==> src/rtl/mem_access_pkg.sv <==
// Shared constants, FSM encoding and byte-lane helpers for mem_access_unit.
// The misalignment check is only consulted when MEM_ALIGN_TRAP_EN is defined.
package mem_access_pkg;

  localparam logic [1:0] SIZE_BYTE = 2'd0;
  localparam logic [1:0] SIZE_HALF = 2'd1;
  localparam logic [1:0] SIZE_WORD = 2'd2;

  typedef enum logic [1:0] {
    ST_IDLE   = 2'd0,
    ST_ACCESS = 2'd1,
    ST_RESP   = 2'd2
  } state_t;

  function automatic logic [3:0] lane_sel(input logic [1:0] size, input logic [1:0] a);
    case (size)
      SIZE_BYTE: lane_sel = 4'b0001 << a;
      SIZE_HALF: lane_sel = 4'b0011 << {a[1], 1'b0};
      default:   lane_sel = 4'b1111;
    endcase
  endfunction

  function automatic logic [31:0] lane_replicate(input logic [1:0] size, input logic [31:0] wdata);
    case (size)
      SIZE_BYTE: lane_replicate = {4{wdata[7:0]}};
      SIZE_HALF: lane_replicate = {2{wdata[15:0]}};
      default:   lane_replicate = wdata;
    endcase
  endfunction

  // Reserved size (3) is handled exactly like a word.
  function automatic logic misaligned(input logic [1:0] size, input logic [1:0] a);
    case (size)
      SIZE_BYTE: misaligned = 1'b0;
      SIZE_HALF: misaligned = a[0];
      default:   misaligned = (a != 2'b00);
    endcase
  endfunction

endpackage

==> src/rtl/mem_access_unit_load_extract.sv <==
// Combinational load-data lane extraction with sign or zero extension.
module load_extract
  import mem_access_pkg::*;
(
  input  logic [31:0] i_ram_result,
  input  logic [1:0]  i_a,
  input  logic [1:0]  i_size,
  input  logic        i_unsigned,
  output logic [31:0] o_data
);

  logic [7:0]  w_byte;
  logic [15:0] w_half;

  always_comb begin
    w_byte = 8'h00;
    case (i_a)
      2'd0:    w_byte = i_ram_result[7:0];
      2'd1:    w_byte = i_ram_result[15:8];
      2'd2:    w_byte = i_ram_result[23:16];
      default: w_byte = i_ram_result[31:24];
    endcase
    w_half = i_a[1] ? i_ram_result[31:16] : i_ram_result[15:0];

    case (i_size)
      SIZE_BYTE: o_data = {{24{~i_unsigned & w_byte[7]}}, w_byte};
      SIZE_HALF: o_data = {{16{~i_unsigned & w_half[15]}}, w_half};
      default:   o_data = i_ram_result;
    endcase
  end

endmodule

==> src/rtl/mem_access_unit.sv <==
// MEM-stage load/store initiator for the byte-select data RAM.
// Define MEM_ALIGN_TRAP_EN to trap misaligned half/word accesses via resp_err.
//
// state     | meaning
// ST_IDLE   | ready for a request; accept latches it and the RAM port fields
// ST_ACCESS | RAM cycle: store strobes, load data registered at the exit edge
// ST_RESP   | one-cycle resp_valid pulse
module mem_access_unit
  import mem_access_pkg::*;
#(
  parameter int ADDR_WIDTH = 10
) (
  input  logic                  clk,
  input  logic                  rst,
  input  logic                  req_valid,
  output logic                  req_ready,
  input  logic                  req_we,
  input  logic [1:0]            req_size,
  input  logic                  req_unsigned,
  input  logic [31:0]           req_addr,
  input  logic [31:0]           req_wdata,
  output logic                  resp_valid,
  output logic [31:0]           resp_rdata,
  output logic                  resp_err,
  output logic                  ram_str,
  output logic [3:0]            ram_sel,
  output logic [ADDR_WIDTH-1:0] ram_addr,
  output logic [31:0]           ram_data,
  input  logic [31:0]           ram_result
);

  state_t      r_state;
  state_t      w_next;
  logic        r_we;
  logic [1:0]  r_size;
  logic        r_uns;
  logic [1:0]  r_a;
  logic        w_trap;
  logic [31:0] w_load;

  // Upper address bits alias by design; fold them so they are visibly consumed.
  logic w_unused_addr;
  assign w_unused_addr = ^req_addr[31:ADDR_WIDTH+2];

`ifdef MEM_ALIGN_TRAP_EN
  assign w_trap = misaligned(r_size, r_a);
`else
  assign w_trap = 1'b0;
`endif

  load_extract u_load_extract (
    .i_ram_result (ram_result),
    .i_a          (r_a),
    .i_size       (r_size),
    .i_unsigned   (r_uns),
    .o_data       (w_load)
  );

  assign req_ready  = (r_state == ST_IDLE) & ~rst;
  assign resp_valid = (r_state == ST_RESP) & ~rst;
  assign ram_str    = (r_state == ST_ACCESS) & r_we & ~rst & ~w_trap;

  always_comb begin
    w_next = r_state;
    case (r_state)
      ST_IDLE:   if (req_valid) w_next = ST_ACCESS;
      ST_ACCESS: w_next = ST_RESP;
      ST_RESP:   w_next = ST_IDLE;
      default:   w_next = ST_IDLE;
    endcase
  end

  always_ff @(posedge clk) begin
    if (rst) begin
      r_state    <= ST_IDLE;
      r_we       <= 1'b0;
      r_size     <= SIZE_BYTE;
      r_uns      <= 1'b0;
      r_a        <= 2'b00;
      ram_sel    <= 4'b0000;
      ram_addr   <= '0;
      ram_data   <= 32'h0;
      resp_rdata <= 32'h0;
      resp_err   <= 1'b0;
    end else begin
      r_state <= w_next;
      if (r_state == ST_IDLE && req_valid) begin
        r_we     <= req_we;
        r_size   <= req_size;
        r_uns    <= req_unsigned;
        r_a      <= req_addr[1:0];
        ram_sel  <= lane_sel(req_size, req_addr[1:0]);
        ram_addr <= req_addr[ADDR_WIDTH+1:2];
        ram_data <= lane_replicate(req_size, req_wdata);
      end
      // Stores and trapped accesses report zero data.
      if (r_state == ST_ACCESS) begin
        resp_rdata <= (r_we | w_trap) ? 32'h0 : w_load;
        resp_err   <= w_trap;
      end
    end
  end

endmodule
==> config.mk <==
export PLATFORM = sky130hd
export DESIGN_NAME = mem_access_unit
export DESIGN_NICKNAME = d
export VERILOG_FILES = /design/src/rtl/mem_access_pkg.sv /design/src/rtl/mem_access_unit_load_extract.sv /design/src/rtl/mem_access_unit.sv
export SDC_FILE = /design/constraint.sdc
export NUM_CORES = 1
export LEC_CHECK = 0
export ABC_AREA = 0
export BUFFER_PORTS_ARGS = -buffer_cell sky130_fd_sc_hd__buf_4
export CAP_MARGIN = 20
export CORE_MARGIN = 2
export CORE_UTILIZATION = 40
export CTS_CLUSTER_DIAMETER = 30
export DETAILED_ROUTE_END_ITERATION = 6
export PLACE_DENSITY = 0.82
export SYNTH_ARGS = -nofsm -noshare
export SYNTH_HDL_FRONTEND = slang
export SYNTH_SLANG_ARGS = --single-unit
==> constraint.sdc <==
create_clock -name clk -period 2.7 [get_ports clk]
set_input_delay 0.54 -clock clk [delete_from_list [all_inputs] [get_ports clk]]
set_output_delay 0.54 -clock clk [all_outputs]
set_load 0.02 [all_outputs]
==> impl_metrics.csv, run 1 <==
group,metric,value,unit
global_route,grt_pass1_vias,3756,
clock_network,cts_tree,"done",
status,status,"finished clean",
routing,detail-route-antenna-nets,0,
yosys,post_synth_and_or_nand_nor_area_fraction,0.198,
min_path,min-delay-path-class,"in2reg",
floorplanning,fp-row-count,35,
critical_path,critical_path_peak_fanout,6,
sta,final.setup.tns,0,ns
global_route,grt_usage,0.228,
critical_path,crit_path_start,"r_state[1]",
yosys,synth.yosys.seq_area_share,0.444,
routing,dr.first_iter.drc_count,155,
yosys,post_synth_fa_ha_maj_area_fraction,0,
clock_network,clk_transition_reported_paths,0.09,ns
placed_design,place_congestion,0.950,
cells_and_area,num-nets-final,728,
critical_path,critPathCaptureType,"output pin",
global_route,remaining_overflow_grt,0,
sta,finalHoldViolCount,0,
critical_path,crit_type,"reg2out",
placed_design,dp.final_hpwl,8.68,mm
clock_network,cts_buffers,9,
clock_network,clock_tree.buffer_depth,2,
floorplanning,die_width,102,um
global_route,grt_start_max_net_pins,73,
yosys,synthesis.yosys.warnings,0,
yosys,yosys.area_share.xor_xnor,0,
yosys,synth_cell_type_count,36,
floorplanning,die_h,102,um
pwr,irDropWorstVdd,0.000260,V
global_route,antenna_violations_before_repair,0,
floorplanning,fp.coreArea,9330,um^2
cells_and_area,drive_above_1_share,0.324,
yosys,yosys_most_used_dff,"dfxtp_1",
yosys,yosys-mux-area-fraction,0.0700,
clock_network,htree_levels,3,
critical_path,worstPathRequired,2.16,ns
floorplanning,die_area,10500,um^2
yosys,synthesis.nets,588,
routing,detail_route.wirelength,12.0,mm
routing,drt-vias-per-instance,5.39,
yosys,largest_family_of_logic_cells_by_synthesized_area,"compound AO/OA/AOI/OAI gates",
placed_design,port_buffers,163,
pwr,cellPowerDensity,541,nW/um^2
routing,highest-signal-layer,"met4",
critical_path,critical_path_arrival,1.40,ns
global_route,global_route_wire_length_before_repair,18.7,mm
cells_and_area,mostFrequentLayoutCells,"buf_4, nand2_1, dfxtp_1",
yosys,cell_area_synth,3880,um^2
sta,fin_skew,0.00731,ns
floorplanning,io_pins,185,
cells_and_area,flow.area_growth_from_synthesis,37.6,%
critical_path,worstSetupStartpointType,"register",
pwr,total_power,2890,uW
floorplanning,initial_core_util,0.416,
min_path,hold_crit_start,"ram_result[20]",
critical_path,rr_startpoint,"r_size[0]",
routing,firstDrtPassIters,5,
sta,final-max-slew-violation-count,0,
routing,route.vias.total,4090,
clock_network,root_buf_cell,"clkbuf_8",
cells_and_area,antenna_cells_inserted,0,
clock_network,postCtsSetupRepairBufs,0,
routing,wl_per_cell,15.8,um
yosys,synth_edf_count,0,
cells_and_area,layout.cells.most_common,"buf_4",
clock_network,number_of_sinks_handled_by_clock_tree_synthesis,86,
pwr,leakage_power,0.00241,uW
yosys,syn-instance-count,485,
yosys,async_reset_ff_frac,0,
routing,drc_errors,0,
sta,post-route-period-util,0.719,
clock_network,post_cts_hold_buffer_count,0,
sta,timing.max_slew.rel_slack,0.487,
yosys,synth_compound_gate_area_share,0.238,
clock_network,post_cts_resized,0,
yosys,total_of_flip_flops_plus_latches_after_synthesis,86,
routing,met2_length,5.66,mm
routing,m1WireLength,4.91,mm
sta,slew_at_the_pin_closest_to_its_max_slew_limit,0.768,ns
sta,final_setup_fails,0,
sta,grt_setup_unrepaired,"false",
job,max_cap_viol_count,0,
yosys,synth.avg_cell_area,7.99,um^2
routing,dr_wl_met3,1.19,mm
sta,maxClockFrequency,515,MHz
clock_network,clock_insertion_delay_worst_skew,0.35,ns
sta,period_minus_slack,1.94,ns
## worst paths after layout
path / depth (start not counted) / to / slack (ns)
setup / recovery: 4 / ram_str / 0.76
hold / removal: 3 / resp_rdata[20] / 0.43
setup reg to reg: 4 / resp_rdata[6] / 0.82
hold reg to reg: 2 / ram_data[27] / 0.46
## cells in the mapped netlist (all sizes together), types with 2 or more instances
cell type    n  share of area
nand2      124           0.12
dfxtp       86           0.44
a21oi       40          0.052
o21ai       37          0.048
clkbuf      31          0.030
nor2        28          0.027
a22oi       23          0.045
a211oi      18          0.035
mux2i       17          0.044
buf         11          0.015
nor3        10          0.014
a311oi       8          0.018
mux2         7          0.020
a31o         6          0.014
and3         6         0.0097
nand2b       6         0.0097
o31ai        6          0.012
inv          3         0.0029
nor3b        3         0.0071
o22ai        3         0.0048
and3b        2         0.0045
nor2b        2         0.0032
## layout make-up
type                       count  area, um^2
fill                         883        3990
multi-input combinational    354        1980
sequential                    86        1720
timing repair buffer         171        1300
tap                          129         161
clock buffer                  11         131
clock inverter                 5        36.3
inverter                       3        11.3
## per-stage QoR
stage,hold slack [ns],utilization,instances,setup slack (ns),area (um^2)
2_1_floorplan,0.461,-,485,0.743,3880
3_5_place_dp,0.447,0.554,743,0.608,5170
5_1_grt,0.409,0.572,759,0.607,5330
4_1_cts,0.411,0.572,759,0.722,5330
3_3_place_gp,0.444,0.554,743,0.678,5170
6_report,0.429,0.572,759,0.760,5330
## power breakdown
| part | internal (uW) | switching [uW] |
|---|---|---|
| sequential | 1360 | 58.8 |
| combinational | 300 | 377 |
| clock | 335 | 461 |
| total | 1990 | 897 |
## metal layers
metal	vias up	GRT usage
met5	-	0
met4	0	0.0810
met3	25	0.0780
met2	197	0.372
met1	1889	0.281
li1	1979	-
## critical path, stage by stage, from the launching register on
cell and delay (ns):
dfxtp_1 0.40, nand2b_1 0.25, nor2_1 0.08, and2_1 0.17
buf_4 0.15
## kinds of logic after synthesis
kind of cell           Yosys count
AND/OR/NAND/NOR                183
AO/OA/AOI/OAI                  145
multiplexers                    25
buffers and inverters           45
flip-flops                      86
other                            1
## state kept, by name (all words and copies together) (netlist names), 2 cells and up
name	flops
r_state	2
resp_rdata	32
ram_data	32
r_size	2
ram_addr	10
ram_sel	4
r_a	2
(Power assumes the default switching activity.)
==> inputs of run 2 (changes only) <==
==> constraint.sdc (replaced) <==
create_clock -name clk -period 1.93 [get_ports clk]
set_input_delay 0.386 -clock clk [delete_from_list [all_inputs] [get_ports clk]]
set_output_delay 0.386 -clock clk [all_outputs]
set_load 0.02 [all_outputs]
==> run 2 against run 1 <==
  * Largest cell class unchanged
  * Critical path type unchanged
  * Final cell count is 0.53% higher
  * Non-clock buffer count rose by 4
  * Critical path depth stayed put
  * Register-to-register slack worse by 0.56 ns
  * Sequential share of layout area decreased by 0.55 points
  * Clock-buffer cell count unchanged
  * Critical endpoint unchanged
  * Largest power group unchanged
==> impl_metrics.csv, run 2 (synthesis gave the netlist of run 1 again) <==
group,metric,value,unit
critical_path,crit_path_buf_inv_count,1,
clock_network,postCtsSetupRepairBufs,0,
sta,slew_at_the_pin_closest_to_its_max_slew_limit,0.510,ns
global_route,grt_usage,0.226,
min_path,min_delay_worst_endpoint,"ram_addr[0]",
pwr,total_power,4340,uW
pwr,netsw,1280,uW
clock_network,post_cts_hold_buffer_count,0,
min_path,hold_depth,3,
sta,final-max-slew-violation-count,0,
routing,drt-vias-per-instance,5.33,
placed_design,place_congestion,0.979,
job,max_cap_viol_count,0,
cells_and_area,layout.cells.most_common,"buf_4",
critical_path,reg2reg_to,"resp_rdata[15]",
placed_design,post_dp_cell_area,5210,um^2
pwr,clkPwrFrac,0.324,
global_route,grt_start_max_net_pins,73,
cells_and_area,mostFrequentLayoutCells,"buf_4, nand2_1, dfxtp_1",
cells_and_area,antenna_cells_inserted,0,
critical_path,critical_path.max_stage_delay,0.36,ns
clock_network,root_buf_cell,"clkbuf_8",
critical_path,critical_path_peak_fanout,6,
critical_path,setup.reg_to_reg.worst_slack,0.26,ns
global_route,global_route_wire_length_before_repair,18.6,mm
critical_path,worstPathRequired,1.54,ns
sta,fin_skew,0.0105,ns
pwr,leakage_power,0.00245,uW
routing,dr.first_iter.drc_count,100,
pwr,switching_share,0.296,
critical_path,critical_path_arrival,1.36,ns
cells_and_area,num-nets-final,732,
critical_path,worstSetupStartpointType,"register",
clock_network,clk_transition_reported_paths,0.09,ns
pwr,internal_power,3060,uW
cells_and_area,final_cell_area,5430,um^2
clock_network,post_cts_resized,0,
sta,finalHoldViolCount,0,
pwr,irDropWorstVdd,0.000380,V
pwr,seq_power_share,0.454,
critical_path,critPathSlowestCell,"dfxtp_1",
routing,drc_errors,0,
clock_network,htree_levels,3,
cells_and_area,flow.area_growth_from_synthesis,39.9,%
clock_network,clock_tree.buffer_depth,2,
cells_and_area,layout_top_registers,"ram_data x32, resp_rdata x32, ram_addr x10",
floorplanning,io_pins,185,
floorplanning,fp.coreArea,9330,um^2
critical_path,chain_of_cells_forming_the_critical_path,"nand2b_2 > nor2_1 > and2_1 > buf_4",
floorplanning,fp-row-count,35,
sta,grt_setup_unrepaired,"false",
clock_network,cts_buffers,9,
global_route,remaining_overflow_grt,0,
cells_and_area,post_layout_nonfiller_instances,763,
sta,final_setup_fails,0,
clock_network,cts_tree,"done",
cells_and_area,drive_above_1_share,0.330,
placed_design,dp.final_hpwl,8.88,mm
routing,route.vias.total,4067,
placed_design,port_buffers,163,
sta,period_minus_slack,1.75,ns
routing,firstDrtPassIters,4,
floorplanning,die_width,102,um
routing,wl_per_cell,15.8,um
placed_design,dp.cells,747,
floorplanning,initial_core_util,0.416,
clock_network,number_of_sinks_handled_by_clock_tree_synthesis,86,
placed_design,placement.setup.worst_slack,0.138,ns
routing,detail_route.wirelength,12.1,mm
routing,detail-route-antenna-nets,0,
global_route,grt_pass1_vias,3774,
sta,final.setup.worst_slack,0.182,ns
clock_network,clock_insertion_delay_worst_skew,0.36,ns
sta,final.setup.tns,0,ns
sta,post-route-period-util,0.906,
sta,timing.max_slew.rel_slack,0.659,
global_route,antenna_violations_before_repair,0,
sta,maxClockFrequency,572,MHz
critical_path,critPathCaptureType,"output pin",
pwr,cellPowerDensity,800,nW/um^2
min_path,hold_crit_start,"req_addr[2]",
pwr,part_of_the_power_in_combinational_logic,0.222,
critical_path,rr_startpoint,"r_a[1]",
floorplanning,die_area,10500,um^2
critical_path,r2r.worst_path.cells,4,
status,status,"finished clean",
critical_path,crit_type,"reg2out",
floorplanning,die_h,102,um
min_path,min-delay-path-class,"in2reg",
critical_path,critical_path.top_delay_family,"simple AND/OR/NAND/NOR gates",
==> run 2: per-stage QoR <==
stage	hold WS [ns]	util
3_5_place_dp	0.451	0.558
3_3_place_gp	0.444	0.558
2_1_floorplan	0.461	-
4_1_cts	0.262	0.581
5_1_grt	0.272	0.582
6_report	0.271	0.582
==> run 2: worst min-delay path, stage by stage <==
cell	delay, ns
buf_4	0.11
nand2_1	0.04
a21oi_1	0.05
==> run 2: metal layers <==
layer,global-route usage,wire [um],vias to the layer above
met5,0,0,-
met4,0.0626,201,0
met2,0.397,5930,186
met3,0.0739,1190,14
li1,-,-,1988
met1,0.263,4760,1879
==> run 2: worst max path at each step <==
stage                   start        endpoint  slack (ns)  cells past startpoint
4_1_cts            r_state[1]         ram_str        0.08                      4
3_5_place_dp   ram_result[31]  resp_rdata[15]        0.14                      5
2_1_floorplan          r_a[1]  resp_rdata[15]        0.27                      5
6_report           r_state[1]         ram_str        0.18                      4
3_3_place_gp   ram_result[31]  resp_rdata[15]        0.18                      5
5_1_grt            r_state[1]         ram_str        0.07                      4
==> run 2: layout make-up <==
| cell class | count | area (um^2) |
|---|---|---|
| tap | 129 | 161 |
| clock inverter | 5 | 83.8 |
| fill | 889 | 3900 |
| multi-input combinational | 354 | 1980 |
| timing repair buffer | 175 | 1340 |
| sequential | 86 | 1720 |
| inverter | 3 | 11.3 |
| clock buffer | 11 | 131 |
==> run 2: power by group through the flow <==
stage / combinational [uW] / clock, uW / sequential, uW
after floorplan: 390 / 0 / 2140
after global placement: 950 / 0 / 2010
after detailed placement: 968 / 0 / 2010
after CTS: 968 / 1430 / 1970
after global routing: 1050 / 1490 / 1990
final: 965 / 1410 / 1970
==> inputs of run 3 (changes only) <==
--- a/config.mk
+++ b/config.mk
@@ -6,13 +6,13 @@
 export NUM_CORES = 1
 export LEC_CHECK = 0
 export ABC_AREA = 0
-export BUFFER_PORTS_ARGS = -buffer_cell sky130_fd_sc_hd__buf_4
 export CAP_MARGIN = 20
 export CORE_MARGIN = 2
 export CORE_UTILIZATION = 40
 export CTS_CLUSTER_DIAMETER = 30
 export DETAILED_ROUTE_END_ITERATION = 6
-export PLACE_DENSITY = 0.82
+export DONT_BUFFER_PORTS = 1
+export PLACE_DENSITY = 0.65
 export SYNTH_ARGS = -nofsm -noshare
 export SYNTH_HDL_FRONTEND = slang
 export SYNTH_SLANG_ARGS = --single-unit
==> run 3 against run 2 <==
  * Core utilization shrank 13 points
  * Critical endpoint unchanged
  * First-iteration DRC count rose by 45%
  * Sequential share of layout area grew 9.1 points
  * Highest routed layer unchanged
==> impl_metrics.csv, run 3 (synthesis gave the netlist of run 1 again) <==
group,metric,value,unit
status,status,"finished clean",
sta,period_minus_slack,1.85,ns
sta,timing.max_slew.rel_slack,0.561,
job,max_cap_viol_count,0,
cells_and_area,layout_top_registers,"ram_data x32, resp_rdata x32, ram_addr x10",
sta,post-route-period-util,0.958,
cells_and_area,post-route-util,0.452,
critical_path,reg2reg_to,"resp_rdata[15]",
cells_and_area,drive_above_1_share,0.110,
routing,detail_route.wirelength,11.2,mm
floorplanning,initial_core_util,0.416,
critical_path,rr_startpoint,"r_a[1]",
global_route,global_route_wire_length_before_repair,16.8,mm
global_route,grt_pass1_vias,3236,
sta,slew_at_the_pin_closest_to_its_max_slew_limit,0.657,ns
critical_path,critical_path_arrival,1.46,ns
clock_network,post_cts_hold_buffer_count,0,
cells_and_area,final_cell_area,4220,um^2
floorplanning,die_h,102,um
floorplanning,die_width,102,um
critical_path,critPathCaptureType,"output pin",
floorplanning,die_area,10500,um^2
min_path,hold_depth,1,
sta,finalHoldViolCount,0,
critical_path,critical_path_peak_fanout,5,
pwr,irDropWorstVdd,0.000330,V
sta,final_setup_fails,0,
clock_network,cts_buffers,9,
placed_design,dp.final_hpwl,7.97,mm
cells_and_area,antenna_cells_inserted,0,
routing,route.vias.total,3469,
sta,final-max-slew-violation-count,0,
routing,detail-route-antenna-nets,0,
cells_and_area,mostFrequentLayoutCells,"nand2_1, dfxtp_1, a21oi_1",
pwr,cellPowerDensity,910,nW/um^2
sta,maxClockFrequency,541,MHz
routing,firstDrtPassIters,4,
critical_path,crit_type,"reg2out",
placed_design,post_dp_cell_area,4010,um^2
global_route,remaining_overflow_grt,0,
sta,fin_skew,0.00982,ns
placed_design,port_buffers,0,
global_route,antenna_violations_before_repair,0,
clock_network,clk_transition_reported_paths,0.09,ns
routing,drc_errors,0,
clock_network,clock_tree.buffer_depth,2,
sta,fin_worst_hold_slack,0.0925,ns
critical_path,setup.reg_to_reg.worst_slack,0.19,ns
clock_network,cts_tree,"done",
min_path,min_delay_worst_endpoint,"ram_addr[4]",
cells_and_area,layout.cells.most_common,"nand2_1",
clock_network,htree_levels,3,
global_route,grt_start_max_net_pins,66,
routing,drt-vias-per-instance,5.76,
floorplanning,fp.coreArea,9330,um^2
pwr,total_power,3840,uW
critical_path,worstSetupStartpointType,"register",
critical_path,worstPathRequired,1.54,ns
routing,dr.first_iter.drc_count,145,
min_path,hold_crit_start,"rst",
floorplanning,io_pins,185,
clock_network,root_buf_cell,"clkbuf_8",
global_route,grt_usage,0.209,
floorplanning,fp-row-count,35,
placed_design,place_congestion,0.875,
cells_and_area,flow.area_growth_from_synthesis,8.74,%
sta,final.setup.tns,0,ns
clock_network,number_of_sinks_handled_by_clock_tree_synthesis,86,
critical_path,r2r.worst_path.cells,4,
cells_and_area,num-nets-final,572,
pwr,leakage_power,0.00164,uW
min_path,min-delay-path-class,"in2reg",
routing,wl_per_cell,18.5,um
clock_network,clock_insertion_delay_worst_skew,0.35,ns
-- run 3: how the worst max path moves through the flow --
stage                from        endpoint  slack, ns  depth (start not counted)
2_1_floorplan      r_a[1]  resp_rdata[15]       0.27                          5
3_3_place_gp   r_state[1]  resp_rdata[28]       0.20                          4
3_5_place_dp   r_state[1]  resp_rdata[25]       0.17                          4
4_1_cts        r_state[1]         ram_str       0.08                          4
5_1_grt        r_state[1]         ram_str      -0.01                          4
6_report       r_state[1]         ram_str       0.08                          4
-- run 3: repair_timing --
| item | 4_1_cts | 5_1_grt |
|---|---|---|
| resized for setup | 0 | 3 |
| setup buffers | 0 | 0 |
| endpoints found under the setup margin | 0 | 12 |
-- run 3: final cells by class --
cell class                      count  area [um^2]
Clock inverter                      6         71.3
Fill cell                         949         5110
Inverter                            3         11.3
Multi-Input combinational cell    354         1990
Clock buffer                        9          124
Timing Repair Buffer               15          138
Tap cell                          129          161
Sequential cell                    86         1720
-- run 3: metrics by stage --
| stage | worst slack [ns] | instances |
|---|---|---|
| floorplan | 0.266 | 485 |
| global placement | 0.201 | 587 |
| detailed placement | 0.175 | 587 |
| CTS | 0.0768 | 602 |
| global route | -0.0121 | 602 |
| finish | 0.0812 | 602 |
-- run 3: worst max-delay path, stage by stage, from the launching register on --
cell and delay [ns]:
dfxtp_1 0.35, nand2b_1 0.21, buf_4 0.18, nor2_1 0.13, and2_2 0.25
-- run 3: routing by layer --
layer  part of all wire  vias to the layer above  track usage
met5                  0                        -            0
met4              0.024                        0       0.0841
met3               0.14                       22        0.105
met2               0.48                      161        0.353
met1               0.36                     1624        0.222
li1                   -                     1662            -
-- run 3: power by group --
part	switching [uW]	internal [uW]
Combinational	249	197
Sequential	233	1900
Clock	661	600
